<file path="config.mk">
export PLATFORM = sky130hd
export DESIGN_NAME = izh_neuron_array
export DESIGN_NICKNAME = d
export VERILOG_FILES = /design/src/rtl/izh_neuron_array.sv
export SDC_FILE = /design/constraint.sdc
export NUM_CORES = 2
export LEC_CHECK = 0
export CAP_MARGIN = 25
export CORE_ASPECT_RATIO = 1.2
export CORE_MARGIN = 2
export CORE_UTILIZATION = 30
export DETAILED_ROUTE_END_ITERATION = 8
export PLACE_DENSITY_LB_ADDON = 0.3
export SLEW_MARGIN = 20
export SYNTH_ARGS = -nofsm -noshare
export SYNTH_HDL_FRONTEND = slang
export SYNTH_SLANG_ARGS = --single-unit
export TNS_END_PERCENT = 20
</file>
<file path="constraint.sdc">
create_clock -name clk -period 19.9 [get_ports clk]
set_input_delay 2.985 -clock clk [delete_from_list [all_inputs] [get_ports clk]]
set_output_delay 2.985 -clock clk [all_outputs]
set_load 0.03 [all_outputs]
</file>
<file path="src/rtl/izh_neuron_array.sv">
// Time-multiplexed Izhikevich neuron array in signed 2.(W-2) fixed point.
// One shared squarer; each neuron is fetched then written back once per step.
module izh_neuron_array #(
    parameter int N_NEURONS = 4,
    parameter int W = 18,
    parameter int IDX_W = (N_NEURONS > 1) ? $clog2(N_NEURONS) : 1,
    parameter logic signed [W-1:0] THRESH = 18'sh0_4CCC,
    parameter logic signed [W-1:0] V_INIT = 18'sh3_4CCD,
    parameter logic signed [W-1:0] U_INIT = 18'sh3_CCCD,
    // 18-bit image of the 4_6666 pattern (the top hex digit does not fit in W)
    parameter logic signed [W-1:0] C_INIT = 18'sh0_6666,
    parameter logic signed [W-1:0] D_INIT = 18'sh0_4CCD
) (
    input  logic                 clk,
    input  logic                 rst_n,
    input  logic                 ena,
    input  logic                 step_start,
    output logic                 busy,
    output logic                 step_done,
    input  logic                 cfg_we,
    input  logic [2:0]           cfg_sel,
    input  logic [IDX_W-1:0]     cfg_idx,
    input  logic [W-1:0]         cfg_wdata,
    output logic                 cfg_err,
    output logic [N_NEURONS-1:0] spike,
    input  logic [IDX_W-1:0]     mon_idx,
    output logic [W-1:0]         mon_v
);
    localparam int SW = W + 3;
    localparam logic signed [W-1:0] C14 = 18'sh1_6666;

    typedef enum logic [1:0] {S_IDLE, S_FETCH, S_UPDATE} state_t;

    state_t state_r, state_s;
    logic [IDX_W-1:0] idx_r;
    logic busy_r, step_done_r, cfg_err_r;
    logic [N_NEURONS-1:0] spike_r, fire_r, fire_next_s;
    logic start_s, last_s, cfg_ok_s, fire_s;

    logic signed [W-1:0] v_mem [N_NEURONS];
    logic signed [W-1:0] u_mem [N_NEURONS];
    logic signed [W-1:0] c_mem [N_NEURONS];
    logic signed [W-1:0] d_mem [N_NEURONS];
    logic signed [W-1:0] i_mem [N_NEURONS];
    logic [7:0]          ab_mem [N_NEURONS];

    logic signed [W-1:0] op_v_r, op_u_r, op_c_r, op_d_r, op_i_r;
    logic [3:0]          op_a_r, op_b_r;

    logic signed [2*W-1:0] prod_s;
    logic signed [W-1:0]   sq_s, new_v_s, new_u_s;
    logic signed [SW-1:0]  v_x_s, u_x_s, i_x_s, sum_s, du_s;

    function automatic logic signed [W-1:0] sat(input logic signed [SW-1:0] x);
        logic signed [W-1:0] r;
        if (x[SW-1:W-1] == {4{x[SW-1]}}) begin
            r = x[W-1:0];
        end else if (x[SW-1]) begin
            r = {1'b1, {(W-1){1'b0}}};
        end else begin
            r = {1'b0, {(W-1){1'b1}}};
        end
        return r;
    endfunction

    // FSM state register
    always_ff @(posedge clk or negedge rst_n) begin
        if (!rst_n) begin
            state_r <= S_IDLE;
        end else begin
            state_r <= state_s;
        end
    end

    // Next state and control decode
    always_comb begin
        state_s   = state_r;
        start_s   = (state_r == S_IDLE) && step_start && ena;
        last_s    = (int'(idx_r) == N_NEURONS - 1);
        cfg_ok_s  = cfg_we && (state_r == S_IDLE) && (int'(cfg_idx) < N_NEURONS);
        case (state_r)
            S_IDLE: begin
                if (start_s) state_s = S_FETCH;
                else         state_s = S_IDLE;
            end
            S_FETCH:  state_s = S_UPDATE;
            S_UPDATE: begin
                if (last_s) state_s = S_IDLE;
                else        state_s = S_FETCH;
            end
            default:  state_s = S_IDLE;
        endcase
    end

    // Euler update datapath; sums carry 3 guard bits before clamping
    always_comb begin
        prod_s = op_v_r * op_v_r;
        sq_s   = {prod_s[2*W-1], prod_s[2*W-4:W-2]};
        v_x_s  = SW'(op_v_r);
        u_x_s  = SW'(op_u_r);
        i_x_s  = SW'(op_i_r);
        sum_s  = SW'(sq_s) + v_x_s + (v_x_s >>> 2'd2) + SW'(C14 >>> 2'd2)
               - (u_x_s >>> 2'd2) + (i_x_s >>> 2'd2);
        du_s   = (((v_x_s >>> op_b_r) - u_x_s) >>> op_a_r) >>> 3'd4;
        fire_s = (op_v_r > THRESH);
        if (fire_s) begin
            new_v_s = op_c_r;
            new_u_s = sat(u_x_s + SW'(op_d_r));
        end else begin
            new_v_s = sat(v_x_s + (sum_s >>> 2'd2));
            new_u_s = sat(u_x_s + du_s);
        end
        fire_next_s = fire_r | (N_NEURONS'(fire_s) << idx_r);
    end

    // Neuron storage, config port, operand fetch and write-back
    always_ff @(posedge clk or negedge rst_n) begin
        if (!rst_n) begin
            for (int n = 0; n < N_NEURONS; n++) begin
                v_mem[n]  <= V_INIT;
                u_mem[n]  <= U_INIT;
                c_mem[n]  <= C_INIT;
                d_mem[n]  <= D_INIT;
                i_mem[n]  <= '0;
                ab_mem[n] <= 8'h00;
            end
            op_v_r <= '0; op_u_r <= '0; op_c_r <= '0; op_d_r <= '0; op_i_r <= '0;
            op_a_r <= 4'h0; op_b_r <= 4'h0;
            idx_r       <= '0;
            busy_r      <= 1'b0;
            step_done_r <= 1'b0;
            cfg_err_r   <= 1'b0;
            spike_r     <= '0;
            fire_r      <= '0;
        end else begin
            step_done_r <= 1'b0;
            cfg_err_r   <= cfg_we && !cfg_ok_s;
            if (cfg_ok_s) begin
                case (cfg_sel)
                    3'd0:    i_mem[cfg_idx]  <= cfg_wdata;
                    3'd1:    ab_mem[cfg_idx] <= cfg_wdata[7:0];
                    3'd2:    c_mem[cfg_idx]  <= cfg_wdata;
                    3'd3:    d_mem[cfg_idx]  <= cfg_wdata;
                    3'd4:    v_mem[cfg_idx]  <= cfg_wdata;
                    3'd5:    u_mem[cfg_idx]  <= cfg_wdata;
                    default: begin end
                endcase
            end
            if (start_s) begin
                idx_r  <= '0;
                busy_r <= 1'b1;
                fire_r <= '0;
            end else if (state_r == S_FETCH) begin
                op_v_r <= v_mem[idx_r];
                op_u_r <= u_mem[idx_r];
                op_c_r <= c_mem[idx_r];
                op_d_r <= d_mem[idx_r];
                op_i_r <= i_mem[idx_r];
                op_a_r <= ab_mem[idx_r][3:0];
                op_b_r <= ab_mem[idx_r][7:4];
            end else if (state_r == S_UPDATE) begin
                v_mem[idx_r] <= new_v_s;
                u_mem[idx_r] <= new_u_s;
                fire_r       <= fire_next_s;
                if (last_s) begin
                    busy_r      <= 1'b0;
                    step_done_r <= 1'b1;
                    spike_r     <= fire_next_s;
                end else begin
                    idx_r <= idx_r + IDX_W'(1);
                end
            end
        end
    end

    // Monitor read of v, zero for indices beyond the array
    always_comb begin
        mon_v = '0;
        if (int'(mon_idx) < N_NEURONS) begin
            mon_v = v_mem[mon_idx];
        end else begin
            mon_v = '0;
        end
    end

    assign busy      = busy_r;
    assign step_done = step_done_r;
    assign cfg_err   = cfg_err_r;
    assign spike     = spike_r;
endmodule

</file>
==> Word-level counts from Yosys, hierarchy flattened <==
Cells that the tools add are included.
{ "op_classes": {"n_eq_ne": 13, "bitwise": 6, "magnitude_cmp": 6, "n_reduce_logical": 20, "n_mul": 1, "shifts": 3, "addsub": 10, "mux": 71} }
{ "op_table": {"columns": ["op", "count"], "rows": [
  ["$mux W72", 10],
  ["$bwmux W72", 7],
  ["$mux W18", 22],
  ["$bmux W18 S2", 6],
  ["$demux W18 S2", 2],
  ["$add A18 B18 Y19", 2],
  ["$mul A18 B18 Y36", 1],
  ["$bwmux W32", 1],
  ["$mux W8", 3],
  ["$add A20 B16 Y21 const B", 1],
  ["$add A21 B16 Y21", 1],
  ["$sshr A18 B4 Y21", 1],
  ["$sshr A21 B4 Y21", 1],
  ["$sub A21 B16 Y21", 1],
  ["$sub A21 B18 Y21", 1],
  ["$add A18 B19 Y20", 1],
  ["$add A19 B16 Y20", 1],
  ["$add A18 B17 Y19", 1],
  ["$gt A18 B16 Y1 const B", 1],
  ["$bmux W8 S2", 1],
  ["$demux W8 S2", 1],
  ["$mux W4", 3],
  ["$reduce_and A2 Y1", 6],
  ["$mux W1", 10],
  ["other kinds (23)", 45]
]} }
{ "totals": {"wordCells": 168, "regBits": 505, "out_inout_bits": 25} }

==> Longest topological paths before layout <==
{ "logic_depth": {"depth_word": 14, "depth_mapped": 53, "mapped_depth_nobuf": 50} }

==> Least setup slack after synthesis <==
Ideal clock, no wire load.
{ "synth_path": {"path_kind": "register -> register", "startpoint": "reg op_v_r[5]", "endpoint": "reg v_mem[12] (netlist bit)", "path_buffers": 2, "t_arrival_ns": 11.767, "path_stages_with_launch": 48, "setup_slack_ns": 8.066, "setup_time_ns": 0.067, "path_cell_list": "dfrtp_1 > inv_1 > clkbuf_1 > nor2_1 > fa_1 > fa_1 > inv_1 > fa_1 > fa_1 > inv_1 > fa_1 > inv_1 > fa_1 > inv_1 > ha_1 > nor3_1 > nand2_1 > o41ai_1 > [... 12 more ...] > o21bai_1 > a21oi_1 > o21ai_0 > a41oi_1 > a211oi_1 > a41oi_1 > nor2b_1 > xnor2_1 > ha_1 > o21ai_0 > nor3_1 > a211oi_1 > and3_1 > o221ai_1 > a22oi_1 > or3_1 > clkbuf_1 > o221a_1"} }
{ "synth_via": {"elab_chain_len": 14, "elab_cells_between_ends": 16, "cone_classes": "6 x add/sub; 1 x mul; 1 x order compare; 1 x eq/ne; 7 x mux"} }
{ "synth_lines": {"columns": ["element", "line", "text"], "rows": [
  ["start: declaration", "47", "logic signed [W-1:0] op_v_r, op_u_r, op_c_r, op_d_r, op_i_r;"],
  ["start signal: assignment", "154", "op_v_r <= v_mem[idx_r];"],
  ["$mul A18 B18 Y36", "97", "prod_s = op_v_r * op_v_r;"],
  ["$add A18 B18 Y19", "102", "sum_s = SW'(sq_s) + v_x_s + (v_x_s >>> 2'd2) + SW'(C14 >>> 2'd2)"],
  ["$add A19 B16 Y20", "102", null],
  ["$add A20 B16 Y21", "102", null],
  ["$sub A21 B16 Y21", "103", "- (u_x_s >>> 2'd2) + (i_x_s >>> 2'd2);"],
  ["$add A21 B16 Y21", "103", null],
  ["$add A18 B19 Y20", "110", "new_v_s = sat(v_x_s + (sum_s >>> 2'd2));"],
  ["$eq A3 B3 Y1 / $mux W18 (equally long branches)", "56, 58", null],
  ["$mux W18", "56", "if (x[SW-1:W-1] == {4{x[SW-1]}}) begin"],
  ["$mux W18 (*)", "106", "if (fire_s) begin"],
  ["$bwmux W72 (*)", "162", "v_mem[idx_r] <= new_v_s;"],
  ["$mux W72 (*)", "161", "end else if (state_r == S_UPDATE) begin"],
  ["$mux W72 (*)", "153", "end else if (state_r == S_FETCH) begin"],
  ["$mux W72 (*)", "149", "if (start_s) begin"],
  ["end signal: indexed assignment", "144", "3'd4: v_mem[cfg_idx] <= cfg_wdata;"],
  ["end signal: indexed assignment", "162", null],
  ["end: declaration", "40", "logic signed [W-1:0] v_mem [N_NEURONS];"]
]} }
Every way passes the cells marked *; elsewhere a longest branch is shown, timed or not.
A chain may end at the register's enable or synchronous reset.

==> Worst setup path in the final report <==
{ "layout_path": {"startpoint": "reg op_v_r[9]", "endpoint": "reg v_mem[46] (netlist bit)"} }
Same word-level chain as after synthesis.

==> results.cfg <==
[hold_path]
min_path_type = register to register

[worst_setup_path]
cp.arrival_ps = 14340
critical_path.endpoint_type = register
critPathSlowestCell = dfrtp_1
crit_path_frequent_cell = fa_1
crit_buf_inv = 6
worstSetupPathType = register to register
cp_top_family = adder cells
start_kind = register
cp_max_fo = 16
critical_path_required_ps = 20440
critPathMaxStageDelay_ps = 780

[clock_tree]
clk_latency_ps = 610
holdBufCountCts = 0
cts_buffers = 48
path_clk_slew_ps = 70
cts.repair.resized = 0
htree_levels = 2
clock_path_buffers = 3
root_buffer = clkbuf_16
numClockSinks = 495
cts_tree = built
post-cts-setup-buffers = 0

[synth]
async_flop_share = 1.000
synth_edf_count = 0
syn_nets = 4560
netlist_area_mm2 = 0.04111
syn_avg_cell_area_um2 = 10.38
yosys.cell_types.count = 80
yosysTopAreaCellShare = 0.2112
postSynthCellCount = 3960
ys_seq_area_frac = 0.3058
yosys.area.top_type = dfrtp_1
ys_top_cells_by_area = dfrtp_1 21%, fa_1 17%, mux2_2 9.7%
yosys_register_bits = 495
synth_ff_type = dfrtp_1
yosys_warnings = 0

[grt]
top_usage_layer = met2
met1_usage = 0.2209
grt_use_total = 0.1752
use_met3 = 0.02269
grt_pass1_wl_um = 188500
grt_pass1_vias = 30682
grt_max_degree = 171
antenna_found_initial = 1
grt.overflow.total = 0
grt.met2_usage = 0.3021

[final_layout]
seqCellArea_mm2 = 0.01258
nFillCells = 13712
nNetsFinal = 4515
area_delta_synth_final_pct = 10.02
drive_above_1_share = 0.2033
multiInputGateArea_mm2 = 0.02577

[floorplan]
floorplan.die_area_mm2 = 0.1400
core_area_mm2 = 0.1357
io_pins = 55
num_rows = 148
die_h_um = 409.5
die_w_um = 341.9
initial_core_util = 0.3029

[timing]
tightest_slew_ps = 1137
hold_viol = 0
finalSetupTns_ps = 0
relSlewSlack = 0.2417
fin_crit_ps = 13800
fmax_ghz = 0.07245
drv_slew = 0
clock_skew_ps = 21.18
finalSetupViolations = 0
post-route-period-util = 0.6936
rsz0062_at_grt = false

[outcome]
status = complete, no violations

[route]
ant_nets = 0
first_iter_violations = 2160
vias_per_cell = 5.095
first_pass_iters = 5
wl_per_cell_um = 21.30
post-route-drc-count = 0
num_vias = 29329
routed_wl_um = 122600

[placement]
numPortBuffers = 54
gp_congestion = 0.8969
dp_hpwl_um = 89620

[flow_run]
maxCapViolCount = 0
## routing by layer
metal,part of all wire,vias to the layer above
met5,0,-
met4,0.040,0
met3,0.051,187
met2,0.50,821
met1,0.41,15061
li1,-,13260
## placed cells by master, fill, tap and decap left out, drive strengths merged, types with 16 or more instances in the layout
master | Yosys | final
nand2b | 18 | 18
nor2b | 16 | 16
xor2 | 34 | 34
clkinv | 12 | 23
nand3 | 56 | 56
mux2i | 19 | 19
a211oi | 18 | 18
a21o | 33 | 33
xnor2 | 67 | 67
o221a | 28 | 28
buf | 29 | 65
clkbuf | 182 | 67
nor2 | 209 | 209
inv | 524 | 529
nand2 | 514 | 514
dfstp | 148 | 148
or3 | 21 | 21
mux4 | 133 | 133
o22ai | 23 | 23
ha | 214 | 214
dfrtp | 347 | 347
a21oi | 116 | 116
and2 | 28 | 28
fa | 356 | 356
nor3 | 49 | 49
and3 | 29 | 29
a221oi | 17 | 17
clkdlybuf4s50 | 0 | 50
o21ai | 194 | 194
mux2 | 356 | 356
a31oi | 21 | 21
## registers in the layout, indices dropped and copies added, names as in the netlist
name	count
op_v_r	18
cfg_err	1
ab_mem	32
op_d_r	18
step_done	1
u_mem	72
op_c_r	18
c_mem	72
state_r	2
op_u_r	18
op_i_r	16
fire_r	4
busy	1
v_mem	72
idx_r	2
op_b_r	4
spike	4
i_mem	64
op_a_r	4
d_mem	72
## metrics by stage
step / utilization / setup WS (ps) / instances / area, um2 / hold WS [ps]
after global routing: 0.3332 / 5032 / 5755 / 45230 / 511.6
after global placement: 0.3211 / 6033 / 5659 / 43590 / 471.3
after detailed placement: 0.3216 / 5887 / 5663 / 43650 / 473.7
final: 0.3332 / 6097 / 5756 / 45230 / 486.8
after CTS: 0.3330 / 5787 / 5753 / 45190 / 488.8
after floorplan: - / 8066 / 3960 / 41110 / 471.2
## path summary, 6_finish.rpt
| check | slack [ps] | depth (start not counted) | endpoint | startpoint |
|---|---|---|---|---|
| min | 490 | 2 | spike[1]$_DFFE_PN0P_ | spike[1]$_DFFE_PN0P_ |
| min in group asynchronous | 2360 | 1 | u_mem[31]$_DFF_PN0_ | rst_n |
| max reg2reg | 6100 | 46 | v_mem[46]$_DFF_PN1_ | op_v_r[9]$_DFFE_PN0P_ |
| max in group asynchronous | 15750 | 2 | idx_r[1]$_DFFE_PN0P_ | rst_n |
| max | 6100 | 46 | v_mem[46]$_DFF_PN1_ | op_v_r[9]$_DFFE_PN0P_ |
| min reg2reg | 490 | 2 | spike[1]$_DFFE_PN0P_ | spike[1]$_DFFE_PN0P_ |
## worst min-delay path, delay by kind of cell, from the launching register on
kind,cells,cell delay (ps)
flops,1,350
compound gates,1,60
simple gates,1,50
## Yosys cell counts, drive strengths merged (9+ instances only)
cell type and number:
nand3 56, dfrtp 347, o21a 13, or2 14
a31oi 21, nand2 514, ha 214, nor2 209
clkbuf 182, or3 21, fa 356, xor2 34
clkinv 12, inv 524, nand2b 18, o31ai 14
o21ai 194, dfstp 148, and2 28, a211oi 18
mux2i 19, a21oi 116, nor3b 9, o22ai 23
buf 29, and3 29, xnor2 67, o221a 28
a21o 33, mux4 133, nor2b 16, nor3 49
a221oi 17, mux2 356
## kinds of logic (layout without fill, tap and decap cells)
kind of cell	Yosys count	in the layout	synth area share
xor gates and xnor gates	101	101	0.02152
adders and majority gates	570	570	0.2385
DFF	495	495	0.3058
buffers and inverters	747	742	0.06848
other	0	1	0
AOI/OAI and AO/OA	555	555	0.08698
and+or+nand+nor	984	984	0.1034
muxes	508	508	0.1754
## area by class of cell
class / instances / area share
diodes: 1 / 0.00005533
clock buffers: 66 / 0.02916
clock inverters: 24 / 0.005035
inverters: 536 / 0.04448
multi-input cells: 2718 / 0.5697
flip-flops and latches: 495 / 0.2781
well taps: 1800 / 0.04979
repair buffers: 116 / 0.02368
Power is left out: the tool's default activity adds up to more than one toggle a clock period on the data nets, which glitch-free logic cannot reach.
